## src/rtl/debounce_pkg.sv

```systemverilog
// Shared types and helpers for the switch/button conditioner array.
// Holds the per-channel state encoding and width helpers used for counter sizing.
package debounce_pkg;

    typedef enum logic [1:0] {
        IDLE  = 2'd0,
        PRESS = 2'd1,
        HELD  = 2'd2
    } ch_state_e;

    // Counter width helper: never returns 0, so single-state counters still get one bit.
    function automatic int clog2_safe(input int v);
        return (v <= 2) ? 1 : $clog2(v);
    endfunction

    function automatic int max2(input int a, input int b);
        return (a > b) ? a : b;
    endfunction

endpackage

```

## src/rtl/debounce_ch.sv

```systemverilog
// One conditioned channel: 2-flop synchroniser, stable-time filter, press/hold/repeat FSM.
// Every tick is registered on the same edge that updates sw_out.
module debounce_ch
    import debounce_pkg::*;
#(
    parameter int FILTER_N = 20,
    parameter int HOLD_N   = 1000,
    parameter int REPEAT_N = 200
) (
    input  logic clk,
    input  logic reset,
    input  logic smp,
    input  logic raw,
    input  logic inv,
    output logic sw_out,
    output logic rise_tick,
    output logic fall_tick,
    output logic hold_tick,
    output logic rpt_tick
);

    localparam int FW = clog2_safe(FILTER_N + 1);
    localparam int HW = clog2_safe(max2(HOLD_N, REPEAT_N) + 1);
    localparam logic [FW-1:0] F_LOAD = FW'(FILTER_N - 1);
    localparam logic [HW-1:0] H_LAST = HW'(HOLD_N - 1);
    localparam logic [HW-1:0] R_LAST = HW'((REPEAT_N > 0) ? REPEAT_N - 1 : 0);
    localparam bit            RPT_EN = (REPEAT_N > 0);

    logic [1:0]    sync_pipe;
    logic          x;
    logic [FW-1:0] fcnt, fcnt_d;
    logic          commit;
    ch_state_e     state, state_d;
    logic [HW-1:0] hcnt, hcnt_d;
    logic          hold_d, rpt_d;

    assign x = sync_pipe[1] ^ inv;

    // A commit always flips sw_out, so x carries the new level whenever commit is set.
    always_comb begin
        fcnt_d = fcnt;
        commit = 1'b0;
        if (smp) begin
            if (x == sw_out) begin
                fcnt_d = F_LOAD;
            end else if (fcnt == '0) begin
                commit = 1'b1;
                fcnt_d = F_LOAD;
            end else begin
                fcnt_d = fcnt - 1'b1;
            end
        end
    end

    // A release commit is checked ahead of the hold/repeat terminal count, so it suppresses them.
    always_comb begin
        state_d = state;
        hcnt_d  = hcnt;
        hold_d  = 1'b0;
        rpt_d   = 1'b0;
        unique case (state)
            IDLE: begin
                if (commit && x) begin
                    state_d = PRESS;
                    hcnt_d  = '0;
                end
            end
            PRESS: begin
                if (commit) begin
                    state_d = IDLE;
                    hcnt_d  = '0;
                end else if (smp) begin
                    if (hcnt == H_LAST) begin
                        hold_d  = 1'b1;
                        hcnt_d  = '0;
                        state_d = HELD;
                    end else begin
                        hcnt_d = hcnt + 1'b1;
                    end
                end
            end
            HELD: begin
                if (commit) begin
                    state_d = IDLE;
                    hcnt_d  = '0;
                end else if (smp && RPT_EN) begin
                    if (hcnt == R_LAST) begin
                        rpt_d  = 1'b1;
                        hcnt_d = '0;
                    end else begin
                        hcnt_d = hcnt + 1'b1;
                    end
                end
            end
            default: begin
                state_d = IDLE;
                hcnt_d  = '0;
            end
        endcase
    end

    always_ff @(posedge clk or negedge reset) begin
        if (!reset) begin
            state <= IDLE;
        end else begin
            state <= state_d;
        end
    end

    always_ff @(posedge clk or negedge reset) begin
        if (!reset) begin
            sync_pipe <= '0;
            fcnt      <= F_LOAD;
            hcnt      <= '0;
            sw_out    <= 1'b0;
            rise_tick <= 1'b0;
            fall_tick <= 1'b0;
            hold_tick <= 1'b0;
            rpt_tick  <= 1'b0;
        end else begin
            sync_pipe <= {sync_pipe[0], raw};
            fcnt      <= fcnt_d;
            hcnt      <= hcnt_d;
            if (commit) begin
                sw_out <= x;
            end
            rise_tick <= commit & x;
            fall_tick <= commit & ~x;
            hold_tick <= hold_d;
            rpt_tick  <= rpt_d;
        end
    end

endmodule

```

## src/rtl/debounce_array.sv

```systemverilog
// N-channel switch conditioner: one shared sample-strobe prescaler feeding CH debounce_ch lanes.
// any_rise is a plain OR of the registered rise ticks, so it pulses in the same cycle.
module debounce_array
    import debounce_pkg::*;
#(
    parameter int            CH       = 4,
    parameter int            CLK_DIV  = 100_000,
    parameter int            FILTER_N = 20,
    parameter int            HOLD_N   = 1000,
    parameter int            REPEAT_N = 200,
    parameter logic [CH-1:0] INV_MASK = '0
) (
    input  logic          clk,
    input  logic          reset,
    input  logic [CH-1:0] sw_in,
    output logic [CH-1:0] sw_out,
    output logic [CH-1:0] rise_tick,
    output logic [CH-1:0] fall_tick,
    output logic [CH-1:0] hold_tick,
    output logic [CH-1:0] rpt_tick,
    output logic          any_rise
);

    localparam int            PW     = clog2_safe(CLK_DIV);
    localparam logic [PW-1:0] P_LOAD = PW'(CLK_DIV - 1);

    logic [PW-1:0] pcnt;
    logic          smp;

    assign smp = (pcnt == '0);

    always_ff @(posedge clk or negedge reset) begin
        if (!reset) begin
            pcnt <= P_LOAD;
        end else if (smp) begin
            pcnt <= P_LOAD;
        end else begin
            pcnt <= pcnt - 1'b1;
        end
    end

    generate
        for (genvar i = 0; i < CH; i++) begin : g_ch
            debounce_ch #(
                .FILTER_N(FILTER_N),
                .HOLD_N  (HOLD_N),
                .REPEAT_N(REPEAT_N)
            ) u_ch (
                .clk      (clk),
                .reset    (reset),
                .smp      (smp),
                .raw      (sw_in[i]),
                .inv      (INV_MASK[i]),
                .sw_out   (sw_out[i]),
                .rise_tick(rise_tick[i]),
                .fall_tick(fall_tick[i]),
                .hold_tick(hold_tick[i]),
                .rpt_tick (rpt_tick[i])
            );
        end
    endgenerate

    assign any_rise = |rise_tick;

endmodule

```

## config.mk

```make
export PLATFORM = sky130hd
export DESIGN_NAME = debounce_array
export DESIGN_NICKNAME = d
export VERILOG_FILES = /design/src/rtl/debounce_pkg.sv /design/src/rtl/debounce_ch.sv /design/src/rtl/debounce_array.sv
export SDC_FILE = /design/constraint.sdc
export NUM_CORES = 1
export LEC_CHECK = 0
export CORE_MARGIN = 1.5
export CORE_UTILIZATION = 30
export CTS_CLUSTER_DIAMETER = 60
export DETAILED_ROUTE_END_ITERATION = 6
export PLACE_DENSITY = 0.44
export SLEW_MARGIN = 20
export SYNTH_ARGS = -nofsm -noshare
export SYNTH_HDL_FRONTEND = slang
export SYNTH_SLANG_ARGS = --single-unit
```

## constraint.sdc

```tcl
create_clock -name clk -period 3 [get_ports clk]
set_clock_uncertainty 0.15 [all_clocks]
set_input_delay 0.6 -clock clk [delete_from_list [all_inputs] [get_ports clk]]
set_output_delay 0.6 -clock clk [all_outputs]
set_load 0.005 [all_outputs]
```

Word level (Yosys, flattened, before mapping)
Index checks and enable logic that the tools add are counted.

word-level totals
  bits of input ports = 6
  flip-flop bits (word level) = 113
  output and inout bits = 21

cells by class
  $add $sub $neg = 9
  eq/ne operators = 40
  bitwise operators = 12
  multiplexer cells = 109
  reductions and logical operators = 22

operators with widths
  cell                     count
  $mux W10                 28
  $pmux W10 S3             4
  $mux W1                  44
  $add A10 B1 Y10 const B  4
  $eq A10 B10 Y1 const B   4
  $eq A10 B8 Y1 const B    4
  $mux W2                  20
  $mux W5                  8
  $pmux W2 S3              4
  $logic_not A5 Y1         4
  $sub A5 B1 Y5 const B    4
  $ne A3 B1 Y1 const B     6
  $ne A3 B2 Y1 const B     6
  $logic_not A17 Y1        1
  $mux W17                 1
  $sub A17 B1 Y17 const B  1
  $ne A2 B1 Y1 const B     8
  $reduce_and A4 Y1        4
  $reduce_and A3 Y1        4
  $and A1 B1 Y1            8
  $eq A2 B1 Y1 const B     4
  $eq A2 B2 Y1 const B     4
  $logic_not A2 Y1         4
  $eq A1 B1 Y1             4
  3 further kinds          9

Logic depth before layout (Yosys ltp)
Gate-level depths: netlist of the first run.

  depth after elaboration = 7
  depth in mapped cells = 9
  gate-level depth less buffers = 8

Cells and area by module
From an unflattened synthesis of the first run, not the netlist that was laid out.

unflattened totals
  cells, all modules = 609
  area, all modules = 6,316.1 um^2

by module, submodules not included
  module                          area each (um^2)  sequential area each (um^2)  times used  cells an instance
  debounce_ch (g_ch[0].u_ch ...)  1,355.0           604.3                        3           130
  debounce_ch (g_ch[3].u_ch)      1,352.5           604.3                        1           133
  debounce_array                  898.4             437.9                        1           86

Worst setup path after synthesis of the first run
OpenSTA, ideal clock, no wires.

  path type = register to register
  start = reg pcnt[0]
  end = reg g_ch[3].u_ch.hcnt[0]
  clock period less this slack = 2,529 ps
  stages on the path, launching flop included = 10
  data arrival time = 2,254 ps
  data required time = 2,725 ps
  path buffers = 1
  path slack = 471 ps
  cells stage by stage = dfstp_2 inv_1 ha_1 or4b_2 nor4_4 and2_1 or3b_2 buf_6 nor2_4 mux2_2

between the ends
  word-level cells in the longest chain between the ends = 5

RTL lines
  what                                line                  source
  from (decl)                         debounce_array.sv:27  logic [PW-1:0] pcnt;
  from (signal assigned)              debounce_array.sv:38  pcnt <= pcnt - 1'b1;
  $logic_not A17 Y1 *                 debounce_array.sv:30  assign smp = (pcnt == '0);
  $mux W1                             debounce_ch.sv:43     if (smp) begin
  $logic_and A1 B1 Y1                 debounce_ch.sv:63     if (commit && x) begin
  $ne A2 B1 Y1 (no source line)       -
  $reduce_and A3 Y1 (no source line)  -
  to (signal assigned)                debounce_ch.sv:123    hcnt <= hcnt_d;
  to (decl)                           debounce_ch.sv:34     logic [HW-1:0] hcnt, hcnt_d;

Every way passes the cells marked *; elsewhere a longest branch is shown, timed or not.
A chain may end at the register's enable or synchronous reset.

Worst setup path after layout of the first run
  start = reg pcnt[0]
  end = reg g_ch[0].u_ch.hcnt[0]

between the ends
  word-level cells in the longest chain between the ends = 5

RTL lines
  what                                line
  $logic_not A17 Y1 *                 debounce_array.sv:30
  $mux W1                             debounce_ch.sv:43
  $logic_and A1 B1 Y1                 debounce_ch.sv:63
  $ne A2 B1 Y1 (no source line)       -
  $reduce_and A3 Y1 (no source line)  -
  to (signal assigned)                debounce_ch.sv:123
  to (decl)                           debounce_ch.sv:34

Marked as above.

==> run_results.csv, run 1 <==
group,metric,value,unit
run_status,status,"finished, final reports clean",
worst_setup_path,cp_common_cell,"buf_4",
global_routing,grt.total_usage,0.137,
floorplan,core-area,19500,µm²
cells_and_area,final_cells,929,
placed_design,place_ws,0.0839,ns
job,maxCapViolations,0,
floorplan,fp.dieW,144,µm
routing,routed_wl,13000,µm
routing,dr.pass1.iters,5,
cells_and_area,fillers,1939,
routing,num_vias,4592,
logic_synthesis,yosys-top-cells-area,"dfrtp_1, dfstp_2, o21ai_0",
cells_and_area,diodes,0,
worst_hold_path,hold_depth,0,
logic_synthesis,synth.largest_area_cell,"dfrtp_1",
global_routing,grt_max_degree,61,
placed_design,dp_hpwl,8870,µm
worst_setup_path,r2r_cells,9,
logic_synthesis,syn_avg_cell_area,9.71,µm²
routing,drt_iter0_markers,230,
cells_and_area,drive_gt1_frac,0.149,
sta,setup_viol,0,
worst_setup_path,critPathMaxFanout,9,
logic_synthesis,synth_top_cell_area_share,0.381,
logic_synthesis,ys_ff_latch,113,
pwr,p_seq_frac,0.402,
logic_synthesis,synth_nets,643,
floorplan,die_h,144,µm
sta,clock.fmax,357,MHz
sta,fin_crit,2.80,ns
placed_design,numPortBuffers,26,
logic_synthesis,seq_area_frac_synth,0.478,
floorplan,initial_utilization,0.307,
worst_setup_path,cp_slowest_stage_delay,0.67,ns
global_routing,grt_first_pass_wirelength,22300,µm
worst_setup_path,rrSetupSlack,0.20,ns
logic_synthesis,netlist_instances,615,
cells_and_area,final_common_cell,"dfrtp_1",
logic_synthesis,ys_async_sr_fraction,1.00,
logic_synthesis,synth_flop_cell,"dfrtp_1",
worst_hold_path,hold_path.startpoint,"g_ch[3].u_ch.sync_pipe[0]",
routing,avgViaCountPerCell,4.94,
worst_setup_path,start_kind,"flip-flop",
worst_setup_path,arrival,3.00,ns
routing,drt-wirelength-per-cell,13.9,µm
floorplan,dieArea,20800,µm²
pwr,power,0.00383,W
cts,clk_pin_slew,0.05,ns
cts,worst_skew_pair.late_latency,0.41,ns
floorplan,std_cell_rows,51,
worst_hold_path,hold_end,"g_ch[3].u_ch.sync_pipe[1]",
floorplan,io_pins,27,
cells_and_area,area_growth,20.9,%
pwr,ir_drop,0.000363,V
global_routing,grt_pass1_vias,4565,
cts,cts_sinks,113,
worst_setup_path,r2r-end,"g_ch[0].u_ch.hcnt[0]",
logic_synthesis,netlist_area,5970,µm²
worst_setup_path,path_buf_inv,3,
sta,rsz0062_at_grt,"false",
worst_hold_path,worstHoldPathType,"flip-flop to flip-flop",
sta,tns,0,ns
cells_and_area,final_cell_mix,"dfrtp_1, nor2_1, o21ai_0",
sta,worstMarginPinSlew,0.588,ns
worst_setup_path,cp.required,3.20,ns
routing,drtAntennaViolNets,0,
sta,fin_ws,0.198,ns
routing,route.detailed.drc,0,
pwr,p_sw,0.000745,W
cells_and_area,nets,679,
global_routing,antenna_found_initial,0,
logic_synthesis,synth_edf_count,0,
worst_setup_path,crit_path_cell_trace,"inv_1 -> ha_1 -> or4b_2 -> nor4_4 -> buf_4 -> buf_4 -> o21ai_1 -> nor2_4 -> mux2_2",
sta,relSlewSlack,0.602,
placed_design,gp_congestion,0.817,
cts,h-tree-depth,4,
worst_setup_path,crit_family,"simple AND/OR/NAND/NOR gates",
pwr,leakagePower,3.16,nW
logic_synthesis,yosysWarningCount,0,
pwr,combPwrFrac,0.013,
sta,hold_violations,0,
placed_design,dp.cells,895,
pwr,pwr-share-clk,0.585,
pwr,p_int,0.00308,W
sta,maxSlewViolCount,0,
sta,period_share,0.934,
pwr,power_density,530,nW/µm²
worst_setup_path,r2r-start,"pcnt[0]",
cts,root_buffer,"clkbuf_16",
worst_setup_path,crit_path_end_kind,"flip-flop",
cts,cts_tree,"built",
worst_setup_path,crit_slowest_cell,"or4b_2",
cts,cts_buffer_depth,2,
cells_and_area,fin_util,0.371,
worst_setup_path,path_class,"flip-flop to flip-flop",
cts,cts_buffers,17,
global_routing,overflow,0,
pwr,switching_share,0.195,
logic_synthesis,ys_types,61,
==> cell families (layout without fill, tap and decap cells) <==
logic type,after synthesis,in the layout,share of synthesized area
AO/OA/AOI/OAI,147,147,0.157
multiplexers,7,7,0.0130
buffers and inverters,60,109,0.0526
flip-flops,113,113,0.478
AND/OR/NAND/NOR,248,248,0.227
XOR/XNOR,18,18,0.0264
adder cells (fa/ha/maj),22,22,0.0461
==> power groups by stage <==
stage / sequential [W] / clock [W] / combinational [W]
floorplan: 0.00156 / 0 / 0.00000838
finish: 0.00154 / 0.00224 / 0.0000500
global placement: 0.00156 / 0 / 0.0000514
global route: 0.00154 / 0.00238 / 0.0000600
detailed placement: 0.00156 / 0 / 0.0000526
CTS: 0.00154 / 0.00231 / 0.0000538
==> area by class of cell <==
type / instances / area [µm²] / share of cell area
clock buffers: 23 / 478 / 0.0662
clock inverters: 9 / 178 / 0.0246
inverters: 28 / 105 / 0.0146
multi-input cells: 442 / 2810 / 0.390
flip-flops and latches: 113 / 2860 / 0.395
well taps: 265 / 332 / 0.0459
repair buffers: 49 / 458 / 0.0634
==> synthesized netlist by cell type (all sizes together), types with 4 or more instances <==
| cell type | number |
|---|---|
| dfrtp | 91 |
| o21ai | 72 |
| nor2 | 65 |
| nand2 | 41 |
| inv | 28 |
| a22o | 27 |
| buf | 25 |
| nor3 | 24 |
| nand3 | 23 |
| dfstp | 22 |
| ha | 22 |
| nor2b | 18 |
| and3 | 16 |
| a21oi | 11 |
| a31oi | 11 |
| nor4 | 11 |
| nand2b | 10 |
| xnor2 | 10 |
| xor2 | 8 |
| clkbuf | 7 |
| o31ai | 7 |
| mux2 | 6 |
| nand4 | 6 |
| or4 | 6 |
| nor4b | 5 |
| nand3b | 4 |
| or3 | 4 |
==> flip-flops by register name (all words and copies together), names as in the netlist, 8 cells and up <==
register             count
g_ch.u_ch.hcnt          40
pcnt                    17
g_ch.u_ch.state          8
g_ch.u_ch.sync_pipe      8
g_ch.u_ch.fcnt          20
==> routing by layer <==
layer / GRT usage / up-vias / routed length (µm)
met5: 0 / - / 0
li1: - / 2275 / -
met3: 0.0311 / 22 / 460
met1: 0.182 / 2210 / 6590
met4: 0.0704 / 0 / 291
met2: 0.208 / 85 / 5610
==> worst max path at each step <==
stage / startpoint / endpoint / slack, ns / depth (start not counted)
final: pcnt[0] / g_ch[0].u_ch.hcnt[0] / 0.20 / 9
after global placement: pcnt[0] / g_ch[0].u_ch.hcnt[0] / 0.15 / 8
after global routing: pcnt[0] / g_ch[0].u_ch.hcnt[9] / 0.009 / 9
after CTS: pcnt[0] / g_ch[0].u_ch.hcnt[0] / 0.06 / 8
after floorplan: pcnt[0] / g_ch[3].u_ch.hcnt[0] / 0.47 / 9
after detailed placement: pcnt[0] / g_ch[0].u_ch.hcnt[0] / 0.08 / 8
==> per-stage QoR <==
| stage | area [µm²] | hold slack [ns] |
|---|---|---|
| 2_1_floorplan | 5970 | 0.154 |
| 5_1_grt | 7220 | 0.205 |
| 4_1_cts | 7200 | 0.201 |
| 3_3_place_gp | 6540 | 0.184 |
| 6_report | 7220 | 0.200 |
| 3_5_place_dp | 6540 | 0.189 |
==> what timing repair did <==
item / 4_1_cts / 5_1_grt
hold buffers: 1 / 0
setup buffers: 0 / 1
hold endpoints to repair: 12 / 0
endpoints found under the setup margin: 0 / 23
resized for setup: 0 / 4
Note: power is estimated with default switching activity, not from simulation.
==> run 2, diff against run 1 <==
Settings changed: GPL_ROUTABILITY_DRIVEN set to 0.
==> results of run 2 <==
The final DEF is identical to that of run 1; final timing and power are the same.
